`src/rtl/sevenseg_pkg.sv`:
```
// Shared seven-segment definitions: segment bit order and the logical
// (active-high) glyph patterns used by the decoder.
package sevenseg_pkg;

    localparam int SEG_W = 7;

    // Bit 6 is segment a, bit 0 is segment g; a packed struct makes the order explicit.
    typedef struct packed {
        logic a;
        logic b;
        logic c;
        logic d;
        logic e;
        logic f;
        logic g;
    } seg_bits_t;

    typedef logic [SEG_W-1:0] seg_t;

    localparam seg_t GLYPH_0     = 7'b1111110;
    localparam seg_t GLYPH_1     = 7'b0110000;
    localparam seg_t GLYPH_2     = 7'b1101101;
    localparam seg_t GLYPH_3     = 7'b1111001;
    localparam seg_t GLYPH_4     = 7'b0110011;
    localparam seg_t GLYPH_5     = 7'b1011011;
    localparam seg_t GLYPH_6     = 7'b1011111;
    localparam seg_t GLYPH_7     = 7'b1110000;
    localparam seg_t GLYPH_8     = 7'b1111111;
    localparam seg_t GLYPH_9     = 7'b1110011;
    localparam seg_t GLYPH_A     = 7'b1110111;
    localparam seg_t GLYPH_B     = 7'b0011111;
    localparam seg_t GLYPH_C     = 7'b1001110;
    localparam seg_t GLYPH_D     = 7'b0111101;
    localparam seg_t GLYPH_E     = 7'b1001111;
    localparam seg_t GLYPH_F     = 7'b1000111;
    localparam seg_t GLYPH_BLANK = 7'b0000000;

endpackage

```
`src/rtl/sevenseg_glyph_decoder.sv`:
```
// Combinational nibble-to-glyph decoder; HEX_MODE=0 renders 10..15 as "0".
module sevenseg_glyph_decoder
    import sevenseg_pkg::*;
#(
    parameter int HEX_MODE = 1
) (
    input  logic [3:0] nibble_i,
    output seg_t       seg_o
);

    // Glyph lookup
    always_comb begin
        seg_o = GLYPH_BLANK;
        case (nibble_i)
            4'h0:    seg_o = GLYPH_0;
            4'h1:    seg_o = GLYPH_1;
            4'h2:    seg_o = GLYPH_2;
            4'h3:    seg_o = GLYPH_3;
            4'h4:    seg_o = GLYPH_4;
            4'h5:    seg_o = GLYPH_5;
            4'h6:    seg_o = GLYPH_6;
            4'h7:    seg_o = GLYPH_7;
            4'h8:    seg_o = GLYPH_8;
            4'h9:    seg_o = GLYPH_9;
            4'hA:    seg_o = (HEX_MODE != 0) ? GLYPH_A : GLYPH_0;
            4'hB:    seg_o = (HEX_MODE != 0) ? GLYPH_B : GLYPH_0;
            4'hC:    seg_o = (HEX_MODE != 0) ? GLYPH_C : GLYPH_0;
            4'hD:    seg_o = (HEX_MODE != 0) ? GLYPH_D : GLYPH_0;
            4'hE:    seg_o = (HEX_MODE != 0) ? GLYPH_E : GLYPH_0;
            4'hF:    seg_o = (HEX_MODE != 0) ? GLYPH_F : GLYPH_0;
            default: seg_o = GLYPH_BLANK;
        endcase
    end

endmodule

```
`src/rtl/sevenseg_mux_driver.sv`:
```
// Multiplexed seven-segment driver with double-buffered digit data, guard
// blanking between digit slots and optional leading-zero blanking.
module sevenseg_mux_driver
    import sevenseg_pkg::*;
#(
    parameter int NUM_DIGITS     = 4,
    parameter int REFRESH_DIV    = 50000,
    parameter int BLANK_CYCLES   = 2,
    parameter int HEX_MODE       = 1,
    parameter int ACTIVE_LOW_SEG = 0,
    parameter int ACTIVE_LOW_DIG = 0
) (
    input  logic                    clk,
    input  logic                    rst_n,
    input  logic [4*NUM_DIGITS-1:0] data_in,
    input  logic [NUM_DIGITS-1:0]   dp_in,
    input  logic [NUM_DIGITS-1:0]   digit_en,
    input  logic                    load,
    input  logic                    lzb,
    output logic [6:0]              seg,
    output logic                    dp_out,
    output logic [NUM_DIGITS-1:0]   dig_sel,
    output logic                    frame_tick
);

    localparam int CNT_W = (REFRESH_DIV > 1) ? $clog2(REFRESH_DIV) : 1;
    localparam int IDX_W = (NUM_DIGITS > 1) ? $clog2(NUM_DIGITS) : 1;
    localparam logic [CNT_W-1:0] CNT_MAX   = CNT_W'(REFRESH_DIV - 1);
    localparam logic [CNT_W-1:0] CNT_BLANK = CNT_W'(BLANK_CYCLES);
    localparam logic [IDX_W-1:0] IDX_MAX   = IDX_W'(NUM_DIGITS - 1);
    localparam seg_t                  SEG_INV = (ACTIVE_LOW_SEG != 0) ? 7'h7F : 7'h00;
    localparam logic                  DP_INV  = (ACTIVE_LOW_SEG != 0) ? 1'b1 : 1'b0;
    localparam logic [NUM_DIGITS-1:0] DIG_INV = (ACTIVE_LOW_DIG != 0) ? {NUM_DIGITS{1'b1}} : {NUM_DIGITS{1'b0}};

    logic [CNT_W-1:0]        cnt_q, cnt_d;
    logic [IDX_W-1:0]        idx_q, idx_d;
    logic                    pend_q, pend_d;
    logic [4*NUM_DIGITS-1:0] pend_data_q, pend_data_d, act_data_q, act_data_d;
    logic [NUM_DIGITS-1:0]   pend_dp_q, pend_dp_d, act_dp_q, act_dp_d;
    logic [NUM_DIGITS-1:0]   pend_en_q, pend_en_d, act_en_q, act_en_d;
    seg_t                    seg_q, seg_d;
    logic                    dp_q, dp_d;
    logic [NUM_DIGITS-1:0]   dig_q, dig_d;
    logic                    tick_q, tick_d;

    logic       cnt_wrap_s, boundary_s, vis_s, lit_s;
    logic [3:0] cur_nib_s;
    logic       cur_dp_s, cur_en_s, cur_zero_blank_s;
    seg_t       glyph_s;

    // Slot counter and digit index sequencing
    always_comb begin
        cnt_wrap_s = (cnt_q == CNT_MAX);
        boundary_s = cnt_wrap_s && (idx_q == IDX_MAX);
        cnt_d      = cnt_q;
        idx_d      = idx_q;
        if (cnt_wrap_s) begin
            cnt_d = '0;
            if (idx_q == IDX_MAX) begin
                idx_d = '0;
            end else begin
                idx_d = idx_q + IDX_W'(1);
            end
        end else begin
            cnt_d = cnt_q + CNT_W'(1);
        end
    end

    // Double buffer: the active copy only changes on a frame boundary
    always_comb begin
        pend_d      = pend_q;
        pend_data_d = pend_data_q;
        pend_dp_d   = pend_dp_q;
        pend_en_d   = pend_en_q;
        act_data_d  = act_data_q;
        act_dp_d    = act_dp_q;
        act_en_d    = act_en_q;
        if (boundary_s) begin
            pend_d = 1'b0;
            if (load) begin
                act_data_d = data_in;
                act_dp_d   = dp_in;
                act_en_d   = digit_en;
            end else if (pend_q) begin
                act_data_d = pend_data_q;
                act_dp_d   = pend_dp_q;
                act_en_d   = pend_en_q;
            end else begin
                act_data_d = act_data_q;
            end
        end else if (load) begin
            pend_d      = 1'b1;
            pend_data_d = data_in;
            pend_dp_d   = dp_in;
            pend_en_d   = digit_en;
        end else begin
            pend_d = pend_q;
        end
    end

    // Current-digit selection; the zero run is tracked from the top digit downwards
    always_comb begin
        logic zero_run;
        zero_run         = lzb;
        cur_nib_s        = 4'h0;
        cur_dp_s         = 1'b0;
        cur_en_s         = 1'b0;
        cur_zero_blank_s = 1'b0;
        for (int k = NUM_DIGITS - 1; k >= 0; k--) begin
            zero_run = zero_run && (act_data_q[4*k +: 4] == 4'h0);
            if (idx_q == IDX_W'(k)) begin
                cur_nib_s        = act_data_q[4*k +: 4];
                cur_dp_s         = act_dp_q[k];
                cur_en_s         = act_en_q[k];
                cur_zero_blank_s = zero_run && (k != 0);
            end else begin
                cur_zero_blank_s = cur_zero_blank_s;
            end
        end
    end

    sevenseg_glyph_decoder #(
        .HEX_MODE (HEX_MODE)
    ) u_decoder (
        .nibble_i (cur_nib_s),
        .seg_o    (glyph_s)
    );

    // Logical (active-high) next output values
    always_comb begin
        vis_s  = (cnt_q >= CNT_BLANK);
        lit_s  = vis_s && cur_en_s && !cur_zero_blank_s;
        tick_d = boundary_s;
        dp_d   = lit_s && cur_dp_s;
        if (lit_s) begin
            seg_d = glyph_s;
        end else begin
            seg_d = GLYPH_BLANK;
        end
        for (int k = 0; k < NUM_DIGITS; k++) begin
            dig_d[k] = vis_s && (idx_q == IDX_W'(k));
        end
    end

    // State and output registers; pin polarity is applied here only
    always_ff @(posedge clk or negedge rst_n) begin
        if (!rst_n) begin
            cnt_q       <= '0;
            idx_q       <= '0;
            pend_q      <= 1'b0;
            pend_data_q <= '0;
            pend_dp_q   <= '0;
            pend_en_q   <= '0;
            act_data_q  <= '0;
            act_dp_q    <= '0;
            act_en_q    <= '0;
            seg_q       <= SEG_INV;
            dp_q        <= DP_INV;
            dig_q       <= DIG_INV;
            tick_q      <= 1'b0;
        end else begin
            cnt_q       <= cnt_d;
            idx_q       <= idx_d;
            pend_q      <= pend_d;
            pend_data_q <= pend_data_d;
            pend_dp_q   <= pend_dp_d;
            pend_en_q   <= pend_en_d;
            act_data_q  <= act_data_d;
            act_dp_q    <= act_dp_d;
            act_en_q    <= act_en_d;
            seg_q       <= seg_d ^ SEG_INV;
            dp_q        <= dp_d ^ DP_INV;
            dig_q       <= dig_d ^ DIG_INV;
            tick_q      <= tick_d;
        end
    end

    assign seg        = seg_q;
    assign dp_out     = dp_q;
    assign dig_sel    = dig_q;
    assign frame_tick = tick_q;

endmodule

```
`config.mk`:
```
export PLATFORM = sky130hd
export DESIGN_NAME = sevenseg_mux_driver
export DESIGN_NICKNAME = d
export VERILOG_FILES = /design/src/rtl/sevenseg_pkg.sv /design/src/rtl/sevenseg_glyph_decoder.sv /design/src/rtl/sevenseg_mux_driver.sv
export SDC_FILE = /design/constraint.sdc
export NUM_CORES = 1
export LEC_CHECK = 0
export ABC_AREA = 1
export CORE_MARGIN = 2
export CORE_UTILIZATION = 57
export CTS_CLUSTER_DIAMETER = 30
export DETAILED_ROUTE_END_ITERATION = 6
export PLACE_DENSITY_LB_ADDON = 0.3
export SETUP_SLACK_MARGIN = 0.05
export SLEW_MARGIN = 20
export SYNTH_ARGS = -nofsm -noshare
export SYNTH_HDL_FRONTEND = slang
export SYNTH_SLANG_ARGS = --single-unit
```
`constraint.sdc`:
```
create_clock -name clk -period 2.5 [get_ports clk]
set_input_delay 0.25 -clock clk [delete_from_list [all_inputs] [get_ports clk]]
set_output_delay 0.25 -clock clk [all_outputs]
set_load 0.01 [all_outputs]
```
==> impl_results.md <==
- Seq pwr share: 52.4%
- Clk buf depth: 2
- Internal reg-to-reg setup slack: approximately 330 ps
- Total GRT Usage: 24.8%
- Syn Inst Count: 486
- Crit path cell chain: inv_2 > ha_4 > inv_1 > or2_2 > nand2_1 > inv_1 > ha_1 > inv_1 > nand2_1 > nand2_1 > nand2_1 > nand2_1 > nor2_1
- Routed via count: 3325
- RSZ-0062 raised after global routing: no
- Setup WS pre-CTS: 192 ps
- Slew HR: 63.7%
- Most used DFF post-synth: dfrtp_1
- Post-synthesis sequential area ratio: 49.3%
- Top cells by area, synth: dfrtp_1 (49%), nand2_1 (13%), nand3_1 (6.7%)
- CP Class: reg2reg
- Post-synthesis async set-or-reset flop share: 100%
- Placed instance count: 611
- Switch share: 22.1%
- Clk slew on worst S/H paths: 80 ps
- First-pass GRT wire length: approximately 15000 µm
- Skew-Pair Late Insertion Delay: 350 ps
- Setup Buffers After CTS: 0
- Fmax: 0.461 GHz
- Pint: between 0.0015 and 0.002 W
- Clk pwr share: 40.8%
- WL per Instance: approximately 14 µm
- Sw Pwr: 0.000568 W
- Pwr Density: ~530 nW/µm²
- Ys Warns: 0
- Port Buf Inserts: 40
- 1st-iter DRT viols: 201
- Synthesized area: ~4100 µm²
- Initial antenna violation count: 0
- DRC viols: 0
- # H-tree levels: 3
- Area leader, netlist: dfrtp_1
- Drt pass-1 iters: 4
- Largest net degree at the start of global routing: 49
- GRT overflow: 0
- Delay-heaviest family, CP: simple AND/OR/NAND/NOR gates
- Final setup vio count: 0
- Number of vias per cell: ~5.3
- Worst EP required: 2730 ps
- Area growth, synth to finish: 18.5%
- Nature of the critical path startpoint: register
- Final wirelength: around 8600 µm
- Fin cells: around 630
- DP HPWL: 6100 µm
- DRT antenna net count: 0
- Flops & latches, synth: 80
- CP Buf/Inv Count: 4
- Nets: 566
- Top cell by count, worst path: nand2_1
- Placer Congestion: around 1.0
- Synth cell count leaders: nand2_1 (143), dfrtp_1 (80), nand3_1 (54)
- Power share of the combinational group: ~6.7%
- Via count of the first global-routing pass: 3236
- Initial Util: 59.4%
- Top-Level Pins: 41
- Worst setup EP type: register
- Share of cells above drive strength 1: between 8 and 9%
- Final Hold Fails: 0
- Die width: slightly below 90 µm
- Pins Over Slew Limit: 0
- Outcome: finished clean
- Final worst-path cycle share: 86.8%
- WP data arrival: 2400 ps
- Count leader, synth: nand2_1
- Max Cap Violations: 0
- Die Ht: 88.4 µm
- Worst slew pin tran: 545 ps
- Share of the synthesized area in the top cell type: 49.3%
- Worst Slack Setup Final: 330 ps
- Clk sinks: 80
- Netlist cell types: 30
- Post-synth EDFFs: 0
- CTS Root Cell: clkbuf_8
- HP Class: in2reg
- Ant diodes: 0
- LEAKAGE: 2.45 nW
- Syn Nets: 525
- TritonCTS clock tree: yes
- Core Footprint: between 6000 and 7000 µm²
- Average size of a mapped cell: 8.35 µm²
- Final setup TNS: 0 ps
- Worst clock skew: 9.17 ps
- Fin crit period: 2170 ps
- Peak supply drop: 0.000398 V
- Die area: 7810 µm²
- CP Max Fanout: 8
- CTS Buf Count: 9
- CP max-delay cell: dfrtp_1
- Row Count: 30
- CP peak stage delay: 440 ps
[cells by family after synthesis]
kind of cell | after synthesis | synth area share, %
simple gates | 260 | 27.6
flops | 80 | 49.3
buf+inv | 59 | 6.26
compound gates | 46 | 6.23
mux | 24 | 5.92
fa+ha+maj | 11 | 3.39
xor+xnor | 6 | 1.30
[state kept, by name, indices dropped and copies added, names as in the netlist]
signal,cells
pend_en_q,4
dig_sel,4
idx_q,2
dp_out,1
cnt_q,16
act_en_q,4
frame_tick,1
seg,7
pend_data_q,16
pend_dp_q,4
pend_q,1
act_dp_q,4
act_data_q,16
[power groups by stage]
stage,clock (W),combinational (W),sequential [W]
floorplan,0,0.0000809,0.00137
global placement,0,0.000169,0.00137
detailed placement,0,0.000174,0.00137
CTS,0.00107,0.000177,0.00135
global route,0.00114,0.000196,0.00135
finish,0.00105,0.000173,0.00135
[worst min-delay path: cells and delay by family]
family	cells	cell delay (ps)
buffers and inverters	1	240
and+or+nand+nor	2	190
[area by class of cell]
class	count	area, µm²
inverter	41	154
fill	552	2020
clock buffer	11	141
tap	96	120
clock inverter	5	80.1
multi-input combinational	347	1840
timing repair buffer	48	468
sequential	80	2000
[layout by cell type, fill, tap and decap left out, drive strengths merged]
master / n
a21oi: 12
a31oi: 2
buf: 9
bufinv: 2
clkbuf: 11
clkdlybuf4s50: 38
clkinv: 1
clkinvlp: 2
dfrtp: 80
dlygate4sd3: 1
ha: 11
inv: 41
mux2i: 24
nand2: 147
nand3: 55
nand3b: 1
nand4: 5
nor2: 38
nor3: 8
nor3b: 2
nor4: 1
o211ai: 1
o21ai: 30
o21bai: 1
or2: 3
xnor2: 1
xor2: 5
[repair_timing]
action,in CTS,in global routing
endpoints found under the setup margin,0,2
endpoints found under the hold margin,41,0
hold buffers,1,0
resized for setup,0,9
[through the flow]
step | power, W | area [µm²] | hold slack (ps) | util, %
6_report | 0.00257 | 4810 | 372 | 70.4
5_1_grt | 0.00268 | 4810 | 376 | 70.4
4_1_cts | 0.00260 | 4770 | 364 | 69.8
3_5_place_dp | 0.00154 | 4540 | 274 | 66.4
3_3_place_gp | 0.00154 | 4540 | 270 | 66.4
2_1_floorplan | 0.00145 | 4060 | -45.6 | -
[routing by layer]
layer,vias to the layer above,part of all wire (%),GRT usage [%]
li1,1653,-,-
met1,1557,46,34.0
met2,100,47,39.4
met3,15,4.0,4.48
met4,0,2.3,9.92
met5,-,0,0
[path summary, 6_finish.rpt]
check,endpoint,depth (start not counted),start
min in group asynchronous,cnt_q[13]$_DFF_PN0_,2,rst_n
worst min register to register,pend_data_q[5]$_DFFE_PN0P_,2,pend_data_q[5]$_DFFE_PN0P_
worst min-delay path,pend_data_q[3]$_DFFE_PN0P_,3,load
worst max-delay path,seg[3]$_DFF_PN0_,13,idx_q[0]$_DFFE_PN0N_
worst max register to register,seg[3]$_DFF_PN0_,13,idx_q[0]$_DFFE_PN0N_
max in group asynchronous,seg[3]$_DFF_PN0_,3,rst_n
(Power assumes the default switching activity.)
